### config.mk
export PLATFORM = sky130hd
export DESIGN_NAME = data_mem_controller
export DESIGN_NICKNAME = d
export VERILOG_FILES = /design/src/rtl/dmem_pkg.sv /design/src/rtl/dmem_lane_align.sv /design/src/rtl/data_mem_controller.sv
export SDC_FILE = /design/constraint.sdc
export NUM_CORES = 1
export LEC_CHECK = 0
export CAP_MARGIN = 20
export CELL_PAD_IN_SITES_DETAIL_PLACEMENT = 1
export CELL_PAD_IN_SITES_GLOBAL_PLACEMENT = 2
export CORE_ASPECT_RATIO = 0.6
export CORE_MARGIN = 5
export CORE_UTILIZATION = 18
export CTS_CLUSTER_DIAMETER = 60
export DETAILED_ROUTE_END_ITERATION = 8
export GPL_ROUTABILITY_DRIVEN = 0
export GPL_TIMING_DRIVEN = 0
export PLACE_DENSITY_LB_ADDON = 0.1
export SYNTH_ARGS = -nofsm -noshare
export SYNTH_HDL_FRONTEND = slang
export SYNTH_SLANG_ARGS = --single-unit
### constraint.sdc
create_clock -name clka -period 2.1 [get_ports clka]
set_input_delay 0.21 -clock clka [delete_from_list [all_inputs] [get_ports clka]]
set_output_delay 0.21 -clock clka [all_outputs]
set_load 0.03 [all_outputs]
### src/rtl/dmem_pkg.sv
// Shared encodings for the data-memory controller: access sizes, FSM states, requester ids.
package dmem_pkg;

    localparam logic [1:0] SZ_BYTE = 2'b00;
    localparam logic [1:0] SZ_HALF = 2'b01;
    localparam logic [1:0] SZ_WORD = 2'b10;

    typedef enum logic [1:0] {
        ST_IDLE,
        ST_ACCESS,
        ST_DONE
    } state_e;

    localparam logic REQ_CPU = 1'b0;
    localparam logic REQ_DBG = 1'b1;

endpackage

### src/rtl/dmem_lane_align.sv
// Combinational lane steering: store data/byte-enables, load extraction/extension, misalign detect.
module dmem_lane_align
    import dmem_pkg::*;
(
    input  logic [1:0]  size,
    input  logic [1:0]  addr_lo,
    input  logic        is_unsigned,
    input  logic [31:0] wdata,
    input  logic [31:0] rdata_raw,
    output logic [31:0] din,
    output logic [3:0]  we_mask,
    output logic [31:0] rdata_ext,
    output logic        misalign
);

    logic [7:0]  byte_sel;
    logic [15:0] half_sel;

    always_comb begin
        byte_sel  = rdata_raw[8*addr_lo +: 8];
        half_sel  = addr_lo[1] ? rdata_raw[31:16] : rdata_raw[15:0];
        din       = wdata;
        we_mask   = 4'b1111;
        rdata_ext = rdata_raw;
        misalign  = (addr_lo != 2'b00);
        case (size)
            SZ_BYTE: begin
                din       = {4{wdata[7:0]}};
                we_mask   = 4'b0001 << addr_lo;
                rdata_ext = {{24{~is_unsigned & byte_sel[7]}}, byte_sel};
                misalign  = 1'b0;
            end
            SZ_HALF: begin
                din       = {2{wdata[15:0]}};
                we_mask   = addr_lo[1] ? 4'b1100 : 4'b0011;
                rdata_ext = {{16{~is_unsigned & half_sel[15]}}, half_sel};
                misalign  = addr_lo[0];
            end
            default: ;
        endcase
    end

endmodule

### src/rtl/data_mem_controller.sv
// Data-RAM sequencer/arbiter for MEM-stage loads/stores and debug word reads.
// Optional debug port and round-robin arbitration enabled by defining DMEM_DEBUG_PORT_EN.
module data_mem_controller
    import dmem_pkg::*;
#(
    parameter int NB_ADDR   = 32,
    parameter int NB_COL    = 4,
    parameter int COL_WIDTH = 8,
    parameter int NB_WADDR  = 10
) (
    input  logic                clka,
    input  logic                rsta,
    input  logic                cpu_req,
    input  logic                cpu_we,
    input  logic [1:0]          cpu_size,
    input  logic                cpu_unsigned,
    input  logic [NB_ADDR-1:0]  cpu_addr,
    input  logic [31:0]         cpu_wdata,
    output logic [31:0]         cpu_rdata,
    output logic                cpu_ack,
    output logic                cpu_misalign,
    input  logic                dbg_req,
    input  logic [NB_ADDR-1:0]  dbg_addr,
    output logic [31:0]         dbg_rdata,
    output logic                dbg_ack,
    output logic                ram_en,
    output logic [NB_COL-1:0]   ram_we,
    output logic [NB_WADDR-1:0] ram_addr,
    output logic [31:0]         ram_din,
    input  logic [31:0]         ram_dout
);

    state_e              state_q, state_d;
    logic                gnt_id_q, gnt_id_d;
    logic [NB_WADDR+1:0] addr_q, addr_d;
    logic [1:0]          size_q, size_d;
    logic                we_q, we_d;
    logic                uns_q, uns_d;
    logic [31:0]         wdata_q, wdata_d;
    logic                cpu_ack_q, cpu_ack_d;
    logic                dbg_ack_q, dbg_ack_d;
    logic                misalign_q, misalign_d;
    logic [31:0]         cpu_rdata_q, cpu_rdata_d;
    logic [31:0]         dbg_rdata_q, dbg_rdata_d;
`ifdef DMEM_DEBUG_PORT_EN
    logic                last_grant_q, last_grant_d;
`endif

    logic        cpu_win, dbg_win, access;
    logic [1:0]  al_size, al_lo;
    logic [31:0] al_din, al_rdata;
    logic [3:0]  al_we;
    logic        al_misalign;

    // In IDLE the aligner sees the live CPU request so misalignment is known at grant.
    assign al_size = (state_q == ST_IDLE) ? cpu_size       : size_q;
    assign al_lo   = (state_q == ST_IDLE) ? cpu_addr[1:0]  : addr_q[1:0];

    dmem_lane_align u_align (
        .size        (al_size),
        .addr_lo     (al_lo),
        .is_unsigned (uns_q),
        .wdata       (wdata_q),
        .rdata_raw   (ram_dout),
        .din         (al_din),
        .we_mask     (al_we),
        .rdata_ext   (al_rdata),
        .misalign    (al_misalign)
    );

`ifdef DMEM_DEBUG_PORT_EN
    assign dbg_win = dbg_req && (!cpu_req || last_grant_q == REQ_CPU);
    assign cpu_win = cpu_req && !dbg_win;
`else
    assign dbg_win = 1'b0;
    assign cpu_win = cpu_req;
`endif

    always_comb begin
        state_d     = state_q;
        gnt_id_d    = gnt_id_q;
        addr_d      = addr_q;
        size_d      = size_q;
        we_d        = we_q;
        uns_d       = uns_q;
        wdata_d     = wdata_q;
        cpu_ack_d   = 1'b0;
        dbg_ack_d   = 1'b0;
        misalign_d  = 1'b0;
        cpu_rdata_d = '0;
        dbg_rdata_d = '0;
`ifdef DMEM_DEBUG_PORT_EN
        last_grant_d = last_grant_q;
`endif
        case (state_q)
            ST_IDLE: begin
                if (cpu_win) begin
                    gnt_id_d = REQ_CPU;
                    addr_d   = cpu_addr[NB_WADDR+1:0];
                    size_d   = cpu_size;
                    we_d     = cpu_we;
                    uns_d    = cpu_unsigned;
                    wdata_d  = cpu_wdata;
`ifdef DMEM_DEBUG_PORT_EN
                    last_grant_d = REQ_CPU;
`endif
                    if (al_misalign) begin
                        state_d    = ST_DONE;
                        cpu_ack_d  = 1'b1;
                        misalign_d = 1'b1;
                    end else begin
                        state_d = ST_ACCESS;
                    end
                end else if (dbg_win) begin
                    gnt_id_d = REQ_DBG;
                    addr_d   = dbg_addr[NB_WADDR+1:0];
                    size_d   = SZ_WORD;
                    we_d     = 1'b0;
                    uns_d    = 1'b0;
                    wdata_d  = '0;
`ifdef DMEM_DEBUG_PORT_EN
                    last_grant_d = REQ_DBG;
`endif
                    state_d  = ST_ACCESS;
                end
            end
            ST_ACCESS: begin
                state_d = ST_DONE;
                if (gnt_id_q == REQ_CPU) begin
                    cpu_ack_d   = 1'b1;
                    cpu_rdata_d = we_q ? '0 : al_rdata;
                end else begin
                    dbg_ack_d   = 1'b1;
                    dbg_rdata_d = ram_dout;
                end
            end
            default: state_d = ST_IDLE;
        endcase
    end

    always_ff @(posedge clka) begin
        if (rsta) begin
            state_q     <= ST_IDLE;
            gnt_id_q    <= REQ_CPU;
            addr_q      <= '0;
            size_q      <= SZ_WORD;
            we_q        <= 1'b0;
            uns_q       <= 1'b0;
            wdata_q     <= '0;
            cpu_ack_q   <= 1'b0;
            dbg_ack_q   <= 1'b0;
            misalign_q  <= 1'b0;
            cpu_rdata_q <= '0;
            dbg_rdata_q <= '0;
`ifdef DMEM_DEBUG_PORT_EN
            last_grant_q <= REQ_DBG;
`endif
        end else begin
            state_q     <= state_d;
            gnt_id_q    <= gnt_id_d;
            addr_q      <= addr_d;
            size_q      <= size_d;
            we_q        <= we_d;
            uns_q       <= uns_d;
            wdata_q     <= wdata_d;
            cpu_ack_q   <= cpu_ack_d;
            dbg_ack_q   <= dbg_ack_d;
            misalign_q  <= misalign_d;
            cpu_rdata_q <= cpu_rdata_d;
            dbg_rdata_q <= dbg_rdata_d;
`ifdef DMEM_DEBUG_PORT_EN
            last_grant_q <= last_grant_d;
`endif
        end
    end

    // rsta gates the RAM port combinationally so a reset mid-ACCESS cannot write.
    assign access   = (state_q == ST_ACCESS) && !rsta;
    assign ram_en   = access;
    assign ram_we   = (access && we_q) ? al_we : '0;
    assign ram_addr = rsta ? '0 : addr_q[NB_WADDR+1:2];
    assign ram_din  = access ? al_din : '0;

    assign cpu_ack      = cpu_ack_q;
    assign cpu_misalign = misalign_q;
    assign cpu_rdata    = cpu_rdata_q;
    assign dbg_ack      = dbg_ack_q;
    assign dbg_rdata    = dbg_rdata_q;

endmodule

==> summary.txt, run 1 <==
Run status
  – Status: complete, but fails checks
  – Failing checks: setup timing

Power and ir drop
  – Pwr Total: 5.235 mW
  – Max IR drop VDD: 0.3303 mV
  – Pint: 3.433 mW
  – Combinational power share: 35.4%
  – Clock power frac: 29.4%
  – P_leak: 3.100 nW
  – Sw Ratio: 34.42%
  – Sequential Power Share: 35.2%
  – Sw power: 1.802 mW
  – P per Cell Area: 711.6 nW/um^2

Critical path
  – Worst r2r src: state_q[1]$_SDFFE_PP0P_
  – Worst setup startpoint: state_q[1]$_SDFFE_PP0P_
  – Critical path buffer and inverter count: 3
  – FF-to-FF path depth: 10
  – Worst Setup Path Type: flop to output pin
  – Setup crit end kind: output pin
  – Slowest library cell on the worst path: mux2i_4
  – Delay-heaviest family, CP: buffers and inverters
  – CP arrival: 2.11 ns
  – End of the worst register-to-register path: cpu_rdata[11]$_SDFF_PP0_
  – Worst path cell trace: buf_6 > nor2_4 > mux2i_4 > buf_12 > mux2i_2 > a211oi_4 > buf_6
  – Largest stage delay, worst path: 0.34 ns
  – R2R Setup Slk: -0.13 ns
  – CP dominant cell by count: buf_6
  – Worst Path Max Fanout: 7
  – Startpoint Class: flop
  – Critical Path RT: 1.89 ns

Clocking
  – CTS tree: done
  – Skew-Pair Late Insertion Delay: 0.34 ns
  – TritonCTS Sinks: 84
  – TritonCTS buffer count: 9
  – Deepest clock path buffer count: 2
  – Clock transition at path regs: 0.07 ns
  – Clk root buf: clkbuf_16
  – H-tree levels: 3

Synthesis
  – Most used DFF post-synth: dfxtp_1
  – Yosys reg bits: 84
  – Post-Syn Area: 4086 sq um
  – Cells after Synth: 481
  – Distinct cells, synth: 47
  – EDFF count, synth: 0
  – Synth async-reset ratio: 0%
  – Mean post-synth cell area: 8.496 sq um
  – Sequential area share after synthesis: 41.15%
  – Synth warn: 0

Hold path
  – Hold endpoint: size_q[0]$_SDFFE_PP0P_
  – Worst Hold Path Cells: 3
  – Hold_sp: cpu_size[0]
  – HP Class: primary input to flop

Global routing
  – Number of global-route vias before repair: 4,515
  – Global-route usage over all layers: 14.88%
  – Largest net degree at the start of global routing: 15
  – Antenna violations before repair: 1
  – Grt total ovfl: 0
  – First-pass GRT wire length: 28,870 microns

Timing
  – Final hold viol count: 0
  – FMAX: 431.2 MHz
  – Slew headroom: 51.63%
  – Final slew viol count: 0
  – Worst slew pin tran: 0.7208 ns
  – Final setup vio count: 56
  – Setup Skew: 0.01198 ns
  – Setup WS post-layout: -0.2191 ns
  – RSZ-0062 raised after global routing: yes
  – Fin crit share: 110.4%
  – Minimum clock period: 2.319 ns

Detailed routing
  – Final ANT Viol Nets: 0
  – Vias per cell: 4.189
  – TritonRoute pass-1 iters: 5
  – Detailed Route WL: 19,960 microns
  – DR vias: 4,344
  – Drc violations: 0
  – WL per Instance: 19.25 microns
  – DRT iter0 DRCs: 175

Finish
  – ANT cells: 0
  – Final core occ: 33.18%
  – FF+latch area: 1687 sq um
  – Nets: 860
  – Layout cell share with drive strength beyond 1: 29.49%
  – Fillers: 2,582
  – Non-filler cells, final: 1,037
  – Most common cell after layout, fill and taps aside: clkdlybuf4s50_1
  – Area of the multi-input gates: 2521 sq um
  – Final Cell Area: 7357 sq um
  – Area delta synth->final: 80.04%
  – Most frequent cells in the layout: 124 x clkdlybuf4s50_1, 99 x nand2_1, 82 x dfxtp_1

Place
  – DP HPWL: 15,430 microns
  – Placed Area: 6334 sq um
  – PortBufs: 163
  – Dpl cells: 984

Die
  – Initial Util: 18.43%
  – Die Height: 126.7 microns
  – CORE AREA: 22,180 sq um
  – Die X: 204.5 microns
  – IO Pins: 250
  – Full die area: 25,910 sq um
  – Std cell rows: 42

Run
  – Max Cap Viol: 0
registers in the layout (all words and copies together), names as in the netlist:
register	cells
wdata_q	32
cpu_ack	1
uns_q	1
cpu_misalign	1
state_q	2
size_q	2
cpu_rdata	32
addr_q	12
we_q	1
per-layer routing:
layer	up-vias	routed length [microns]	track usage (%)
li1	2095	-	-
met1	2126	10530	23.06
met2	108	8051	20.85
met3	13	1183	3.546
met4	2	191	2.795
met5	-	7	0
final cells by class:
type	count	share of cell area, %
clock inverters	5	0.4762
multi-input cells	364	34.27
repair buffers	201	27.24
well taps	308	5.238
flip-flops and latches	84	22.93
clock buffers	11	3.299
plain buffers	62	6.446
inverters	2	0.1020
kinds of logic after synthesis:
kind of cell	Yosys count	synth area share, %
multiplexers	27	6.950
flip-flops	84	41.15
AO/OA/AOI/OAI	127	21.74
buffers and inverters	66	10.07
other	1	0.09177
AND/OR/NAND/NOR	176	19.99
synth_stat cells (all sizes together) (2+ instances only):
library cell    n  area [sq um]
a211o           2         17.52
a211oi         10         100.1
a21o           15         112.6
a21oi          51         255.2
a221o           8         80.08
a22oi           7         52.55
a2bb2oi         7         61.31
a31o            2         17.52
and2            3         18.77
and3            9         56.30
buf            44         329.1
clkbuf         20         75.07
dfxtp          84          1682
inv             2         7.510
mux2            8         90.09
mux2i          19         193.9
nand2         105         394.1
nand2b          3         21.27
nand3b          2         15.01
nor2           28         110.1
nor2b          10         62.56
nor3            6         56.31
nor3b           3         27.52
o21ai          11         55.05
o22a           10         87.58
or2             2         12.52
or3b            2         17.52
through the flow:
stage	setup WS (ns)	hold slack [ns]	setup TNS, ns
floorplan	-0.004997	0.3199	-0.004997
global route	-0.2994	0.2969	-10.72
detailed placement	-0.9868	0.4506	-47.01
global placement	-0.9558	0.4444	-44.56
CTS	-0.2234	0.3979	-6.161
finish	-0.2191	0.2954	-5.428
worst max path at each step:
stage	end	slack [ns]	cells after the start
floorplan	ram_din[27]	-0.005	6
global placement	ram_din[28]	-0.96	6
detailed placement	ram_din[29]	-0.99	6
CTS	ram_din[29]	-0.22	8
global route	ram_din[24]	-0.30	9
finish	ram_din[31]	-0.22	7
worst reg2reg max path, cell delays in order (launching register included):
cell     delay, ns
dfxtp_2       0.32
buf_6         0.13
nor2_4        0.19
buf_4         0.15
buf_6         0.08
mux2_4        0.33
buf_4         0.16
buf_4         0.15
a21oi_4       0.15
nor3_4        0.09
a221o_1       0.37
power by group through the flow:
stage          Combinational [mW]  Clock [mW]  Sequential, mW
2_1_floorplan               0.815           0            1.86
3_3_place_gp                 1.38           0            1.85
3_5_place_dp                 1.40           0            1.85
4_1_cts                      1.72        1.59            1.84
5_1_grt                      1.98        1.65            1.86
6_report                     1.86        1.54            1.84
timing repair:
| action | CTS | global route |
|---|---|---|
| pin swaps | 13 | 18 |
| setup endpoints to repair | 99 | 75 |
| setup buffers | 19 | 16 |
| hold buffers | 0 | 0 |
| cloned | 3 | 3 |
| resized for setup | 264 | 49 |
No activity file was read; power rests on OpenSTA's default activity.
==> inputs of run 2 (changes only) <==
--- a/config.mk
+++ b/config.mk
@@ -8,8 +8,7 @@
 export CAP_MARGIN = 20
 export CELL_PAD_IN_SITES_DETAIL_PLACEMENT = 1
 export CELL_PAD_IN_SITES_GLOBAL_PLACEMENT = 2
-export CORE_ASPECT_RATIO = 0.6
-export CORE_MARGIN = 5
+export CORE_MARGIN = 3
 export CORE_UTILIZATION = 18
 export CTS_CLUSTER_DIAMETER = 60
 export DETAILED_ROUTE_END_ITERATION = 8
==> run 2 against run 1 <==
  * The flow still finishes with violations (setup timing)
  * Power grew 1.1%
  * Count of clock-buffer cells in the layout is the same
  * Clock power grew 6%
  * Wire length shrank 9.9%
  * Global-route usage shrank 0.70 points
  * Non-clock buffer count is the same
  * Worst setup slack gained 0.048 ns
  * Sequential power is essentially flat
  * Sequential share of layout area shrank 0.33 points
  * Die area shrank 5.3%
  * Sequential cell count is the same
==> summary.txt, run 2 (same netlist as run 1, synthesis figures left out) <==
Timing
  – Setup WS post-layout: -0.1709 ns (+0.04817 ns)
  – FMAX: 440.4 MHz (+2.1%)
  – RSZ-0062 raised after global routing: yes
  – Minimum clock period: 2.271 ns (-0.04817 ns)
  – Final slew viol count: 0 (unchanged)
  – Final setup vio count: 67 (+20%)
  – Worst slew pin tran: 0.7021 ns (-0.01868 ns)
  – Slew headroom: 52.88% (+1.3 points)
  – Setup Skew: 0.005598 ns (-0.006383 ns)
  – Fin Hold WS: 0.4198 ns (+0.1244 ns)
  – Setup TNS: -6.853 ns (-1.425 ns)
  – Fin crit share: 108.1% (-2.3 points)
  – Final hold viol count: 0 (unchanged)

Critical path
  – Setup crit end kind: output pin
  – CP dominant cell by count: buf_6
  – Critical Path RT: 1.89 ns (about the same)
  – Slowest library cell on the worst path: dfxtp_2
  – FF-to-FF path depth: 10 (unchanged)
  – Worst path cell trace: buf_6 > nor2_4 > buf_6 > mux2i_4 > buf_12 > clkbuf_16 > buf_12 > a211oi_4 > buf_6
  – CP arrival: 2.06 ns (-0.05 ns)
  – Worst r2r src: state_q[1]$_SDFFE_PP0P_
  – Worst Setup Path Type: flop to output pin
  – Worst Path Max Fanout: 8 (+1)
  – End of the worst register-to-register path: cpu_rdata[12]$_SDFF_PP0_
  – R2R Setup Slk: -0.15 ns (-0.02 ns)
  – Startpoint Class: flop
  – Largest stage delay, worst path: 0.33 ns (about the same)

Clocking
  – Skew-Pair Late Insertion Delay: 0.34 ns (about the same)
  – Clk root buf: clkbuf_16
  – TritonCTS buffer count: 9 (unchanged)
  – CTS tree: done
  – Clock transition at path regs: 0.06 ns (about the same)
  – Cts hold-fix bufs: 0 (unchanged)
  – H-tree levels: 3 (unchanged)
  – Deepest clock path buffer count: 2 (unchanged)
  – TritonCTS Sinks: 84 (unchanged)

Detailed routing
  – DR vias: 4,269 (-1.7%)
  – WL per Instance: 17.84 microns (-7.4%)
  – Detailed Route WL: 17,980 microns (-9.9%)
  – TritonRoute pass-1 iters: 4 (-1)
  – Vias per cell: 4.235 (+1.1%)
  – Final ANT Viol Nets: 0 (unchanged)
  – Drc violations: 0 (unchanged)
  – DRT iter0 DRCs: 140 (-20%)

Finish
  – Non-filler cells, final: 1,008 (-2.8%)
  – Final Cell Area: 7465 sq um (+1.5%)
  – Nets: 859 (-0.12%)
  – Layout cell share with drive strength beyond 1: 31.18% (+1.7 points)
  – ANT cells: 0 (unchanged)
  – Most frequent cells in the layout: 132 x clkdlybuf4s50_1, 97 x nand2_1, 82 x dfxtp_1
  – Most common cell after layout, fill and taps aside: clkdlybuf4s50_1
  – Area delta synth->final: 82.67%

Die
  – Die X: 156.7 microns (-23%)
  – Std cell rows: 54 (+29%)
  – Die Height: 156.7 microns (+24%)
  – IO Pins: 250 (unchanged)
  – CORE AREA: 22,090 sq um (-0.37%)
  – Full die area: 24,550 sq um (-5.3%)
  – Initial Util: 18.50% (+0.069 points)

Global routing
  – Largest net degree at the start of global routing: 15 (unchanged)
  – Met2 GRT Util: 24.49% (+3.6 points)
  – Most Used Layer, Global Route: met2
  – Number of global-route vias before repair: 4,485 (-0.66%)
  – Antenna violations before repair: 0 (-1)
  – GR Layer Usage met3: 3.706% (+0.16 points)
  – GR Util met1: 17.76% (-5.3 points)
  – Global-route usage over all layers: 14.18% (-0.70 points)
  – Grt total ovfl: 0 (unchanged)
  – First-pass GRT wire length: 26,300 microns (-8.9%)

Place
  – Dpl cells: 956 (-2.8%)
  – Placed Area: 6299 sq um (-0.55%)
  – DP HPWL: 13,510 microns (-12%)
  – PortBufs: 163 (unchanged)

Hold path
  – Worst Hold Path Cells: 3 (unchanged)
  – Hold_sp: cpu_wdata[1]
  – HP Class: primary input to flop
  – Hold endpoint: wdata_q[1]$_SDFFE_PP0P_

Run
  – Max Cap Viol: 0 (unchanged)

Run status
  – Status: complete, but fails checks
  – Failing checks: setup timing

Power and ir drop
  – P_leak: 3.080 nW (-0.66%)
  – P per Cell Area: 708.7 nW/um^2 (-0.41%)
  – Max IR drop VDD: 0.4416 mV (+34%)
  – Pwr Total: 5.290 mW (+1.1%)
run 2: worst max-delay path: cells and delay by family, from the launching register on:
kind | cells | cell delay [ns]
compound gates | 1 | 0.27
buf+inv | 6 | 0.88
flops | 1 | 0.33
mux | 1 | 0.18
simple gates | 1 | 0.05
run 2: area by class of cell:
type,instances,area [sq um]
multi-input cells,363,2579
plain buffers,62,501.7
flip-flops and latches,84,1687
clock buffers,11,242.7
clock inverters,5,61.31
repair buffers,201,2033
well taps,280,350.3
fillers,2537,14630
inverters,2,10.01
run 2: per-stage QoR:
stage | worst slack (ns) | util [%]
global placement | -1.048 | 28.51
finish | -0.1709 | 33.79
detailed placement | -1.028 | 28.51
global route | -0.2473 | 33.79
floorplan | -0.004997 | -
CTS | -0.1966 | 32.12
run 2: where the power goes:
part	switching [mW]	leakage (nW)	internal, mW	total, mW
registers	0.112	0.688	1.72	1.83
logic	0.953	2.25	0.867	1.82
clock network	0.681	0.138	0.957	1.64
total	1.75	3.08	3.54	5.29
run 2: worst max-delay path by stage:
stage	to	slack [ns]	cells past startpoint	start
final	ram_din[31]	-0.17	9	state_q[1]$_SDFFE_PP0P_
after global routing	ram_din[31]	-0.25	9	state_q[1]$_SDFFE_PP0P_
after CTS	ram_din[31]	-0.20	9	state_q[1]$_SDFFE_PP0P_
after detailed placement	ram_din[30]	-1.03	6	rsta
after global placement	ram_din[30]	-1.05	6	rsta
after floorplan	ram_din[27]	-0.005	6	state_q[1]$_SDFFE_PP0P_
run 2: repair_timing:
item / 4_1_cts / 5_1_grt
resized for setup: 262 / 74
setup buffers: 18 / 17
endpoints found under the setup margin: 99 / 86
pin swaps: 13 / 20
cloned: 4 / 0
run 2: metal layers:
layer	wire length, microns	part of all wire [%]
met2	8993	50
met1	7759	43
met3	1062	5.9
met4	163	0.91
met5	0	0
